## src/rtl/seq_trigger_mc.sv

```systemverilog
// Multi-channel MIDI sequencer trigger: channel-qualified byte FIFO feeding the synth
// controller, plus data_ready / midi_send_byte pulses. Optional macro: SEQ_TRIG_OVF_CNT_EN.
module seq_trigger_mc #(
  parameter int FIFO_DEPTH = 8,
  parameter int TRIG_DLY   = 2,
  parameter int SEND_DLY   = 2
) (
  input  logic        data_clk,
  input  logic        reset_reg_N,
  input  logic        byteready,
  input  logic [3:0]  midi_ch,
  input  logic [7:0]  midibyte_nr,
  input  logic [7:0]  midi_in_data,
  input  logic [15:0] ch_mask,
  input  logic        is_st_sysex,
  input  logic        syx_cmd,
  input  logic        dec_sysex_data_patch_send,
  input  logic        auto_syx_cmd,
  input  logic        seq_ready,
  input  logic        ovf_clr,
  output logic        seq_trigger,
  output logic [3:0]  cur_midi_ch,
  output logic [7:0]  midi_bytes,
  output logic [7:0]  seq_databyte,
  output logic        is_data_byte,
  output logic        is_velocity,
  output logic        data_ready,
  output logic        midi_send_byte,
  output logic        fifo_empty,
  output logic        fifo_full,
  output logic        fifo_ovf,
`ifdef SEQ_TRIG_OVF_CNT_EN
  output logic [7:0]  ovf_count,
`endif
  output logic        issue_state_dbg
);

  localparam int AW = $clog2(FIFO_DEPTH);
  localparam int CW = AW + 1;

  typedef enum logic {S_IDLE = 1'b0, S_HOLD = 1'b1} state_e;

  state_e          state_q, state_d;
  logic [19:0]     mem_q [FIFO_DEPTH];
  logic [AW-1:0]   wr_ptr_q, rd_ptr_q;
  logic [CW-1:0]   count_q, count_d;
  logic            push, pop, drop, wr_en;
  logic [19:0]     head;
  logic            seq_trigger_q, data_ready_q, midi_send_q, fifo_ovf_q;
  logic [3:0]      cur_ch_q;
  logic [7:0]      midi_bytes_q, databyte_q;
  logic [TRIG_DLY:0] trig_line_q;
  logic [SEND_DLY:0] send_line_q;
  logic [2:0]      syx_sync_q;
  logic            trig_rise, send_rise, syx_rise;

  assign fifo_empty = (count_q == '0);
  assign fifo_full  = (count_q == CW'(FIFO_DEPTH));
  assign push       = byteready & (ch_mask[midi_ch] | is_st_sysex);
  assign drop       = push & fifo_full & ~pop;
  assign wr_en      = push & ~drop;
  assign head       = mem_q[rd_ptr_q];

  // Issue FSM: HOLD forces a gap so seq_ready is re-sampled between bytes.
  always_comb begin
    state_d = state_q;
    pop     = 1'b0;
    case (state_q)
      S_IDLE: if (!fifo_empty && seq_ready) begin
        pop     = 1'b1;
        state_d = S_HOLD;
      end
      S_HOLD: state_d = S_IDLE;
      default: state_d = S_IDLE;
    endcase
  end

  always_comb begin
    count_d = count_q;
    case ({wr_en, pop})
      2'b10:   count_d = count_q + CW'(1);
      2'b01:   count_d = count_q - CW'(1);
      default: count_d = count_q;
    endcase
  end

  assign trig_rise = trig_line_q[TRIG_DLY-1] & ~trig_line_q[TRIG_DLY];
  assign send_rise = send_line_q[SEND_DLY-1] & ~send_line_q[SEND_DLY];
  assign syx_rise  = syx_sync_q[1] & ~syx_sync_q[2];

  always_ff @(posedge data_clk) begin
    if (wr_en) mem_q[wr_ptr_q] <= {midi_ch, midibyte_nr, midi_in_data};
  end

  always_ff @(posedge data_clk or negedge reset_reg_N) begin
    if (!reset_reg_N) begin
      state_q       <= S_IDLE;
      wr_ptr_q      <= '0;
      rd_ptr_q      <= '0;
      count_q       <= '0;
      seq_trigger_q <= 1'b0;
      cur_ch_q      <= '0;
      midi_bytes_q  <= '0;
      databyte_q    <= '0;
      fifo_ovf_q    <= 1'b0;
      trig_line_q   <= '0;
      send_line_q   <= '0;
      syx_sync_q    <= '0;
      data_ready_q  <= 1'b0;
      midi_send_q   <= 1'b0;
    end else begin
      state_q       <= state_d;
      count_q       <= count_d;
      seq_trigger_q <= pop;
      if (wr_en) wr_ptr_q <= wr_ptr_q + AW'(1);
      if (pop) begin
        rd_ptr_q     <= rd_ptr_q + AW'(1);
        cur_ch_q     <= head[19:16];
        midi_bytes_q <= head[15:8];
        databyte_q   <= head[7:0];
      end
      // A drop in the same cycle as ovf_clr keeps the flag set.
      if (drop)         fifo_ovf_q <= 1'b1;
      else if (ovf_clr) fifo_ovf_q <= 1'b0;
      trig_line_q  <= {trig_line_q[TRIG_DLY-1:0], seq_trigger_q};
      send_line_q  <= {send_line_q[SEND_DLY-1:0], dec_sysex_data_patch_send & seq_trigger_q};
      syx_sync_q   <= {syx_sync_q[1:0], syx_cmd};
      data_ready_q <= syx_rise | ((dec_sysex_data_patch_send | auto_syx_cmd) & trig_rise);
      midi_send_q  <= send_rise;
    end
  end

`ifdef SEQ_TRIG_OVF_CNT_EN
  logic [7:0] ovf_cnt_q;
  always_ff @(posedge data_clk or negedge reset_reg_N) begin
    if (!reset_reg_N) begin
      ovf_cnt_q <= '0;
    end else if (drop) begin
      if (ovf_cnt_q != 8'hFF) ovf_cnt_q <= ovf_cnt_q + 8'd1;
    end else if (ovf_clr) begin
      ovf_cnt_q <= '0;
    end
  end
  assign ovf_count = ovf_cnt_q;
`endif

  assign seq_trigger     = seq_trigger_q;
  assign cur_midi_ch     = cur_ch_q;
  assign midi_bytes      = midi_bytes_q;
  assign seq_databyte    = databyte_q;
  assign is_data_byte    = midi_bytes_q[0];
  assign is_velocity     = ~midi_bytes_q[0] & (midi_bytes_q != 8'd0);
  assign data_ready      = data_ready_q;
  assign midi_send_byte  = midi_send_q;
  assign fifo_ovf        = fifo_ovf_q;
  assign issue_state_dbg = state_q;

endmodule

```

## config.mk

```make
export PLATFORM = sky130hd
export DESIGN_NAME = seq_trigger_mc
export DESIGN_NICKNAME = d
export VERILOG_FILES = /design/src/rtl/seq_trigger_mc.sv
export SDC_FILE = /design/constraint.sdc
export NUM_CORES = 1
export LEC_CHECK = 0
export CELL_PAD_IN_SITES_DETAIL_PLACEMENT = 1
export CELL_PAD_IN_SITES_GLOBAL_PLACEMENT = 1
export CORE_MARGIN = 8
export CORE_UTILIZATION = 49
export CTS_CLUSTER_DIAMETER = 60
export DETAILED_ROUTE_END_ITERATION = 10
export DONT_BUFFER_PORTS = 1
export PLACE_DENSITY = 0.76
export SYNTH_ARGS = -nofsm -noshare
export SYNTH_HDL_FRONTEND = slang
export SYNTH_SLANG_ARGS = --single-unit
```

## constraint.sdc

```tcl
create_clock -name data_clk -period 3.69 [get_ports data_clk]
set_input_delay 0.738 -clock data_clk [delete_from_list [all_inputs] [get_ports data_clk]]
set_output_delay 0.738 -clock data_clk [all_outputs]
set_load 0.005 [all_outputs]
```

# Word-level counts from Yosys, hierarchy flattened
# Memory sizes are Yosys's and may differ from the RTL's. A register that Yosys moved wholly into a read port is not among the register bits.
# Cells that the tools add are included.
totals:
  reg_bits: 24
  ram_bits: 160
  inputBits: 45
  output_inout_bits: 29
  word_cells: 57
  memories: 1
classes:
  add_sub_neg: 4
  order_cmp: 1
  n_eq_ne: 3
  n_mux: 10
  bitwise_logic: 20
  reduce_logical: 7
memory_table:
  columns: ["memory", "depth", "word_bits", "read_ports", "rd_ports_with_merged_regs", "wr", "line_no", "text"]
  rows:
  - ["mem_q", 8, 20, 1, 1, 1, "44", "logic [19:0] mem_q [FIFO_DEPTH];"]
op_table:
  columns: ["operator", "count"]
  rows:
  - ["1-bit bitwise AND", 10]
  - ["4-bit one-hot mux with 2 select lines", 1]
  - ["8-bit nonzero test", 1]
  - ["1-bit two-way mux", 7]
  - ["1-bit NOT", 7]
  - ["3-bit by 1-bit adder with 3-bit output, second input constant", 2]
  - ["4-bit by 5-bit < comparator with 1-bit output, second input constant", 1]
  - ["4-bit by 1-bit adder with 4-bit output, second input constant", 1]
  - ["1-bit binary-select mux with 4-bit select", 1]
  - ["4-bit == test, second input constant", 1]
  - ["4-bit zero test", 1]
  - ["2-bit nonzero test", 2]
  - ["4-bit by 1-bit subtractor with 4-bit output, second input constant", 1]
  - ["1-bit OR", 3]
  - ["2-bit by 1-bit == test with 1-bit output, second input constant", 1]
  - ["2-bit == test, second input constant", 1]
  - ["1-bit zero test", 2]
  - ["1-bit one-hot mux with 2 select lines", 1]
  - ["1-bit logical AND", 1]

# Depth between registers and ports, before layout
# Gate-level depths: netlist of the first run.
depth:
  depth_word: 11
  mapped_depth: 12
  mapped_depth_nobuf: 11

# Worst setup path after synthesis of the first run
# No wires, ideal clock.
synth_timing:
  kind: "input port to flip-flop"
  startpoint: "input midi_ch[1]"
  endpoint: "memory mem_q[2][0], enable pin"
  setup_ns: 0.455
  arrival_time_ns: 4.257
  t_required_ns: 3.235
  slack_ns: -1.022
  path_stages: 6
  path_buffers: 1
  path_cell_list: "buf_6 mux2i_1 mux4_2 a221oi_4 nand2_2 nor4b_1"
synth_between:
  elab_chain_len: 10
synth_lines:
  columns: ["item", "line_no", "text"]
  rows:
  - ["start: declaration", "11", "input logic [3:0] midi_ch,"]
  - ["1-bit binary-select mux with 4-bit select *", "59", "assign push = byteready & (ch_mask[midi_ch] | is_st_sysex);"]
  - ["1-bit two-way mux (implied by the code) *", "59", null]
  - ["1-bit OR *", "59", null]
  - ["1-bit bitwise AND *", "59", null]
  - ["1-bit bitwise AND (2 in series)", "60", "assign drop = push & fifo_full & ~pop;"]
  - ["1-bit NOT", "61", "assign wr_en = push & ~drop;"]
  - ["1-bit bitwise AND *", "61", null]
  - ["1-bit two-way mux *", "92", "if (wr_en) mem_q[wr_ptr_q] <= {midi_ch, midibyte_nr, midi_in_data};"]
  - ["1-bit two-way mux (implied by the code) *", "92", null]
  - ["end: declaration", "44", null]
# Mark *: on every way between the ends. The rest lies on a longest branch, timed or not. The select of a mux whose other input is x is not followed.

# Worst setup path after layout of the first run
layout_timing:
  startpoint: "register count_q[0]"
  endpoint: "register count_q[3]"
layout_between:
  elab_chain_len: 11
  elab_cells_between_ends: 17
  classes_between: "add/sub: 2; eq/ne: 3; mux: 3; bitwise: 5; reduce/logical: 4"
layout_lines:
  columns: ["item", "line_no", "text"]
  rows:
  - ["start: declaration", "46", "logic [CW-1:0] count_q, count_d;"]
  - ["start signal: assignment", "113", "count_q <= count_d;"]
  - ["4-bit zero test *", "57", "assign fifo_empty = (count_q == '0);"]
  - ["net fifo_empty", "29", "output logic fifo_empty,"]
  - ["1-bit zero test *", "69", "S_IDLE: if (!fifo_empty && seq_ready) begin"]
  - ["1-bit logical AND *", "69", null]
  - ["1-bit two-way mux *", "69", null]
  - ["1-bit two-way mux *", "68", "case (state_q)"]
  - ["net pop", "47", "logic push, pop, drop, wr_en;"]
  - ["1-bit NOT", "60", null]
  - ["1-bit bitwise AND", "60", null]
  - ["1-bit NOT", "61", null]
  - ["1-bit bitwise AND", "61", null]
  - ["2-bit by 1-bit == test with 1-bit output / 2-bit == test (equally long branches)", "80", "case ({wr_en, pop})"]
  - ["4-bit one-hot mux with 2 select lines / 2-bit nonzero test (equally long branches)", null, null]
# The timed path passes the listed nets; every way through them passes the cells marked *.
# A chain may end at the register's enable or synchronous reset.

==> results.py, run 1 <==
metrics = {
    "critical_path": {
        "required_ns": 4.05,
        "crit_arrival_ns": 2.98,
        "crit_fanout": 5,
        "crit_top_cell": "inv_1",
        "worstPathCellList": "nor4_1 -> or3_1 -> inv_1 -> nand2b_1 -> inv_1 -> ha_1 -> a21o_1 -> a21oi_1 -> nor2_1 -> nand3_1 -> o2111ai_1",
        "crit_path_end_kind": "register",
        "r2r-start": "count_q[0]",
        "worstRegToRegCells": 11,
        "critPathMaxStageDelay_ns": 0.51,
        "crit_type": "reg2reg",
        "setup.worst_path.start_class": "register",
        "crit_path_top_delay_cell": "nor4_1",
        "r2r_end": "count_q[3]",
        "ff2ff_setup_slack_ns": 1.07,
    },
    "final_layout": {
        "fin_area_um2": 8940,
        "area_delta_synth_final_pct": 13.9,
        "final_cells": 658,
        "drive_gt1_share_pct": 24.2,
        "n_fill_cell": 1413,
        "nNetsFinal": 478,
        "diodes": 0,
    },
    "clock_network": {
        "post-cts-setup-buffers": 0,
        "htreeDepth": 1,
        "cts_tree": "built",
        "clk_pin_slew_ns": 0.06,
        "clockBufferDepth": 3,
        "ctsRootBufferMaster": "clkbuf_16",
        "cts_buffers": 22,
        "clk_latency_ns": 0.50,
        "clock_sinks": 203,
    },
    "global_routing": {
        "antenna_found_initial": 0,
        "grt_use_total_pct": 16.9,
        "grt_max_degree": 45,
        "grt_pass1_vias": 4174,
        "grt_overflow": 0,
        "grt_pass1_wl_mm": 25.6,
    },
    "timing": {
        "slew_violations": 0,
        "rsz0062_at_grt": "false",
        "fin_ws_ns": 1.07,
        "setup_viol": 0,
        "fin_crit_sh_pct": 71.1,
        "whs_ns": 0.0924,
        "period_needed_ns": 2.62,
        "worst_pin_slew_ns": 0.856,
        "worst_clock_skew_ns": 0.0134,
        "finalHoldViolCount": 0,
        "slew_headroom_pct": 43.0,
        "fmax_mhz": 381,
    },
    "hold_path": {
        "hold_class": "in2async",
    },
    "yosys": {
        "yosys.cell_types.count": 32,
        "ys_seq_area_share_pct": 74.9,
        "syn_inst": 404,
        "synthesis.area_um2": 7850,
        "synth_seq_cells": 203,
        "synth_fp_nets": 454,
        "synth.avg_cell_area_um2": 19.4,
        "synth-warning-count": 0,
    },
    "floorplan": {
        "die_x_um": 143,
        "rows": 46,
        "die_area_um2": 20300,
        "chipHeight_um": 143,
        "core_area_um2": 15800,
        "num_io_pins": 74,
        "start_util_pct": 49.8,
    },
    "drt": {
        "drc_errors": 0,
        "postRouteAntennaNets": 0,
        "vias": 3834,
        "vias_per_cell": 5.83,
        "drt_wl_total_mm": 16.8,
        "drt_iter0_markers": 195,
        "drtPass1Iterations": 4,
        "wl_per_cell_um": 25.5,
    },
    "placed_design": {
        "place_inst": 619,
        "pre_cts_ws_ns": 0.619,
        "dp_hpwl_mm": 10.6,
        "place.gp.congestion": 0.743,
        "placed_area_um2": 8250,
        "port_buffers": 0,
    },
    "power_and_ir_drop": {
        "p_switching_mw": 1.98,
        "pwr-share-comb_pct": 23.1,
        "leakagePower_nw": 3.16,
        "clkPwrFrac_pct": 29.6,
        "p_seq_share_pct": 47.3,
        "powerDensity_nw_per_um2": 764,
        "netSwitchingFraction_pct": 28.9,
        "peakVddDrop_uv": 436,
        "p_int_mw": 4.86,
    },
    "outcome": {
        "status": "finished, final reports clean",
    },
    "flow_run": {
        "maxCapViolCount": 0,
    },
}
-- kinds of logic (layout without fill, tap and decap cells) --
| kind of cell | Yosys count | after routing | synth area share [%] |
|---|---|---|---|
| flops | 203 | 203 | 74.9 |
| buf+inv | 35 | 73 | 1.86 |
| compound gates | 30 | 30 | 2.39 |
| mux | 74 | 74 | 16.2 |
| simple gates | 51 | 51 | 3.12 |
| xor+xnor | 6 | 6 | 0.669 |
| fa+ha+maj | 5 | 5 | 0.892 |
-- timing repair --
item | in CTS | in global routing
hold buffers | 1 | 0
gates resized for setup | 0 | 0
hold endpoints to repair | 43 | 0
-- sequential cells by signal, summed over array words and instances, names as in the netlist, 4 cells and up --
signal	flops
count_q	4
cur_midi_ch	4
mem_q	160
midi_bytes	8
seq_databyte	8
-- layer usage --
metal | track usage, % | part of all wire, % | vias up
li1 | - | - | 1635
met1 | 21.6 | 41 | 2056
met2 | 28.5 | 50 | 120
met3 | 3.86 | 6.3 | 23
met4 | 4.42 | 1.7 | 0
met5 | 0 | 0 | -
-- placed cells by master, fill, tap and decap left out, types with 6 or more instances in the layout --
cell type,instances
inv_1,13
clkinv_2,6
o21ai_0,22
clkbuf_16,23
xnor2_1,6
mux4_2,42
edfxtp_1,160
mux2i_1,30
buf_4,21
dfrtp_1,42
nand2_1,27
-- final cells by class --
cell class	count	area (um2)	share of cell area [%]
timing repair buffer	22	185	2.07
tap	216	270	3.02
clock inverter	12	78.8	0.882
multi-input combinational	166	1890	21.1
sequential	203	5880	65.8
inverter	13	48.8	0.546
clock buffer	26	587	6.56
-- worst max-delay path, delay by kind of cell, from the launching register on --
kind	cells	cell delay (ns)
adders and majority gates	1	0.27
and+or+nand+nor	5	1.05
AOI/OAI and AO/OA	3	0.55
DFF	1	0.44
buffers and inverters	2	0.18
-- per-stage QoR --
stage	power, mW	setup TNS [ns]	util [%]
floorplan	4.34	-78.20	-
global placement	4.77	0	52.3
detailed placement	4.86	0	52.3
CTS	6.92	0	56.7
global route	7.15	0	56.7
finish	6.83	0	56.7
-- power groups by stage --
stage          Clock [mW]  Sequential [mW]  Combinational (mW)
2_1_floorplan           0             3.08                1.26
3_3_place_gp            0             3.26                1.52
3_5_place_dp            0             3.28                1.58
4_1_cts              2.06             3.25                1.61
5_1_grt              2.15             3.29                1.72
6_report             2.02             3.23                1.58
-- synth_stat cells --
cell / number / area share, %
nand3_1: 2 / 0.13
dfrtp_1: 43 / 14
edfxtp_1: 160 / 61
ha_1: 4 / 0.64
fa_1: 1 / 0.25
nand2b_1: 1 / 0.080
buf_1: 9 / 0.43
nor3_1: 3 / 0.19
o32ai_1: 1 / 0.11
xnor2_1: 6 / 0.67
mux2i_1: 30 / 3.8
o2111ai_1: 1 / 0.11
o21ai_0: 22 / 1.4
mux4_2: 42 / 12
nand2_1: 27 / 1.3
nor4b_1: 3 / 0.33
a221oi_4: 1 / 0.33
clkbuf_1: 10 / 0.48
and2_1: 2 / 0.16
o211ai_1: 1 / 0.096
buf_6: 1 / 0.14
nor2b_1: 2 / 0.16
a21oi_1: 2 / 0.13
buf_4: 2 / 0.19
mux2_2: 2 / 0.29
inv_1: 13 / 0.62
a21o_1: 1 / 0.096
or3_1: 1 / 0.080
nor4_1: 6 / 0.48
a211o_1: 1 / 0.11
nand2_2: 1 / 0.080
nor2_1: 3 / 0.14
-- how the worst max path moves through the flow --
stage / startpoint / end / slack [ns] / depth (start not counted)
after floorplan: midi_ch[1] / mem_q[0][0] / -0.82 / 6
after global placement: midi_ch[1] / count_q[3] / 0.71 / 11
after detailed placement: midi_ch[1] / count_q[3] / 0.62 / 11
after CTS: count_q[0] / count_q[3] / 1.05 / 11
after global routing: count_q[0] / count_q[3] / 0.81 / 11
final: count_q[0] / count_q[3] / 1.07 / 11
No activity file was read; power rests on OpenSTA's default activity.
==> run 2: changes to the inputs <==
ABC_AREA = 1   (was not set)
CORE_UTILIZATION = 46   (was 49)
PLACE_DENSITY = 0.75   (was 0.76)
clock period = 2.3 ns   (was 3.69 ns; I/O delays follow)
==> run 2 against run 1 <==
Against the previous run: clock power increased by 72%; sequential power grew 54%; wire length is 25% higher; total power rose by 72%; clock-buffer cell count shrank 4; sequential share of layout area shrank 2.1 points; global-route usage rose by 2.2 points; cell count rose by 34%; largest cell class unchanged.
==> results.py, run 2 <==
metrics = {
    "outcome": {
        "status": "finished, final reports clean",
    },
    "clock_network": {
        "clk_latency_ns": 0.49,
        "cts_tree": "built",
        "post-cts-setup-buffers": 0,
        "clock_sinks": 203,
        "cts_buffers": 21,
        "ctsRootBufferMaster": "clkbuf_16",
        "htreeDepth": 1,
        "clockBufferDepth": 3,
        "clk_pin_slew_ns": 0.07,
    },
    "yosys": {
        "synth_fp_nets": 677,
        "synth.avg_cell_area_um2": 12.8,
        "synth_common_cells": "edfxtp_1, nor2_1, o21ai_0, nand2_1, dfrtp_1",
        "ys_top_cells_by_area": "edfxtp_1, dfrtp_1, o21ai_0",
        "synthFlopType": "edfxtp_1",
        "ys_seq_area_share_pct": 73.4,
        "synth_top_area_share_pct": 60.0,
        "syn_inst": 627,
        "synth-warning-count": 0,
        "synth_edf_count": 160,
        "yosysTopAreaCell": "edfxtp_1",
        "synth.most_common_cell": "edfxtp_1",
        "synth_seq_cells": 203,
        "synthesis.area_um2": 8010,
        "async_flop_share_pct": 21.2,
        "yosys.cell_types.count": 29,
    },
    "global_routing": {
        "grt_use_total_pct": 19.1,
        "grt_max_degree": 82,
        "antenna_found_initial": 0,
        "grt_overflow": 0,
        "grt_pass1_wl_mm": 32.8,
        "grt_pass1_vias": 5860,
    },
    "critical_path": {
        "r2r_end": "count_q[3]",
        "required_ns": 1.84,
        "setup.worst_path.start_class": "register",
        "crit_fanout": 3,
        "crit_type": "reg2out",
        "crit_path_end_kind": "primary output",
        "r2r-start": "count_q[1]",
        "ff2ff_setup_slack_ns": 0.16,
        "crit_path_top_delay_cell": "nor4_1",
        "critical_path.n_buffers_inverters": 0,
        "cp_top_family": "simple AND/OR/NAND/NOR gates",
        "crit_arrival_ns": 1.73,
        "critPathMaxStageDelay_ns": 0.52,
        "worstRegToRegCells": 13,
        "worstPathCellList": "nor4_1 -> a41oi_1",
    },
    "drt": {
        "vias_per_cell": 5.85,
        "vias": 5174,
        "drc_errors": 0,
        "drt_wl_total_mm": 20.9,
        "postRouteAntennaNets": 0,
        "drtPass1Iterations": 4,
        "wl_per_cell_um": 23.6,
        "drt_iter0_markers": 354,
    },
    "final_layout": {
        "diodes": 0,
        "fin_area_um2": 9230,
        "regArea_um2": 5880,
        "nNetsFinal": 695,
        "multi_input_area_um2": 1870,
        "area_delta_synth_final_pct": 15.2,
        "largest_register_ff_count": 160,
        "n_fill_cell": 1711,
        "final_cells": 884,
        "layout_common_cells": "edfxtp_1, o21ai_0, nor2_1, nand2_1, dfrtp_1",
        "regMostFlops": "mem_q",
        "mostFrequentLayoutCell": "edfxtp_1",
        "drive_gt1_share_pct": 12.4,
    },
    "hold_path": {
        "hold-path-endpoint": "mem_q[7][11]",
        "hold_path_depth": 0,
        "hold_class": "in2reg",
        "min_from": "midibyte_nr[3]",
    },
    "power_and_ir_drop": {
        "powerDensity_nw_per_um2": 1280,
        "total_power_mw": 11.8,
        "leakagePower_nw": 3.34,
        "peakVddDrop_uv": 668,
    },
    "placed_design": {
        "port_buffers": 0,
        "placed_area_um2": 8480,
        "dp_hpwl_mm": 12.9,
        "place_inst": 844,
        "pre_cts_ws_ns": -0.0670,
        "place.gp.congestion": 0.755,
    },
    "timing": {
        "period_needed_ns": 2.19,
        "setup_viol": 0,
        "worst_pin_slew_ns": 0.515,
        "fmax_mhz": 457,
        "slew_headroom_pct": 65.4,
        "worst_clock_skew_ns": 0.0118,
        "slew_violations": 0,
        "fin_setup_tns_ns": 0,
        "finalHoldViolCount": 0,
        "fin_ws_ns": 0.111,
        "fin_crit_sh_pct": 95.2,
        "rsz0062_at_grt": "false",
    },
    "floorplan": {
        "die_x_um": 148,
        "start_util_pct": 46.6,
        "core_area_um2": 17200,
        "die_area_um2": 21900,
        "chipHeight_um": 148,
        "num_io_pins": 74,
        "rows": 48,
    },
    "flow_run": {
        "maxCapViolCount": 0,
    },
}
[run 2: worst max path at each step]
stage,slack [ns],depth (start not counted),startpoint,end
after global routing,0.01,13,count_q[1],count_q[3]
after CTS,0.05,2,midi_bytes[1],is_velocity
final,0.11,2,midi_bytes[1],is_velocity
after floorplan,-0.26,12,midi_ch[0],mem_q[0][0]
after detailed placement,-0.07,16,midi_ch[1],count_q[3]
after global placement,0.12,16,midi_ch[1],count_q[3]
[run 2: kinds of logic (layout without fill, tap and decap cells)]
group           count (synthesis)  in the layout  synth area share, %
fa+ha+maj                       5              5                0.875
buf+inv                        66             98                 3.51
xor+xnor                        4              4                0.438
simple gates                  197            197                 10.3
compound gates                152            152                 11.5
flops                         203            203                 73.4
[run 2: stage by stage]
| stage | utilization [%] | hold WS (ns) |
|---|---|---|
| floorplan | - | 0.164 |
| global placement | 49.4 | 0.166 |
| detailed placement | 49.4 | 0.166 |
| CTS | 53.7 | 0.0436 |
| global route | 53.7 | 0.0433 |
| finish | 53.7 | 0.0533 |
[run 2: power breakdown]
group / internal (mW) / switching [mW] / total, mW
logic: 1.06 / 2.28 / 3.33
clock network: 2.11 / 1.37 / 3.48
registers: 4.60 / 0.370 / 4.97
[run 2: layer usage]
metal / vias to the layer above / share of wire, % / GRT usage, % / wire length [um]
met5: - / 0 / 0 / 0
li1: 2316 / - / - / -
met1: 2643 / 39 / 21.8 / 8090
met3: 50 / 5.7 / 3.39 / 1200
met2: 165 / 53 / 35.1 / 11000
met4: 0 / 2.8 / 7.09 / 592
[run 2: final cells by class]
class                      instances  share of cell area, %
sequential                       203                   63.7
multi-input combinational        358                   20.3
clock buffer                      22                   5.73
timing repair buffer              32                   4.09
tap                              225                   3.05
clock inverter                    15                   1.88
inverter                          29                   1.26
[run 2: what timing repair did]
action / CTS / global route
endpoints found under the setup margin: 0 / 1
resized for setup: 0 / 1
endpoints found under the hold margin: 44 / 0
hold buffers: 3 / 0
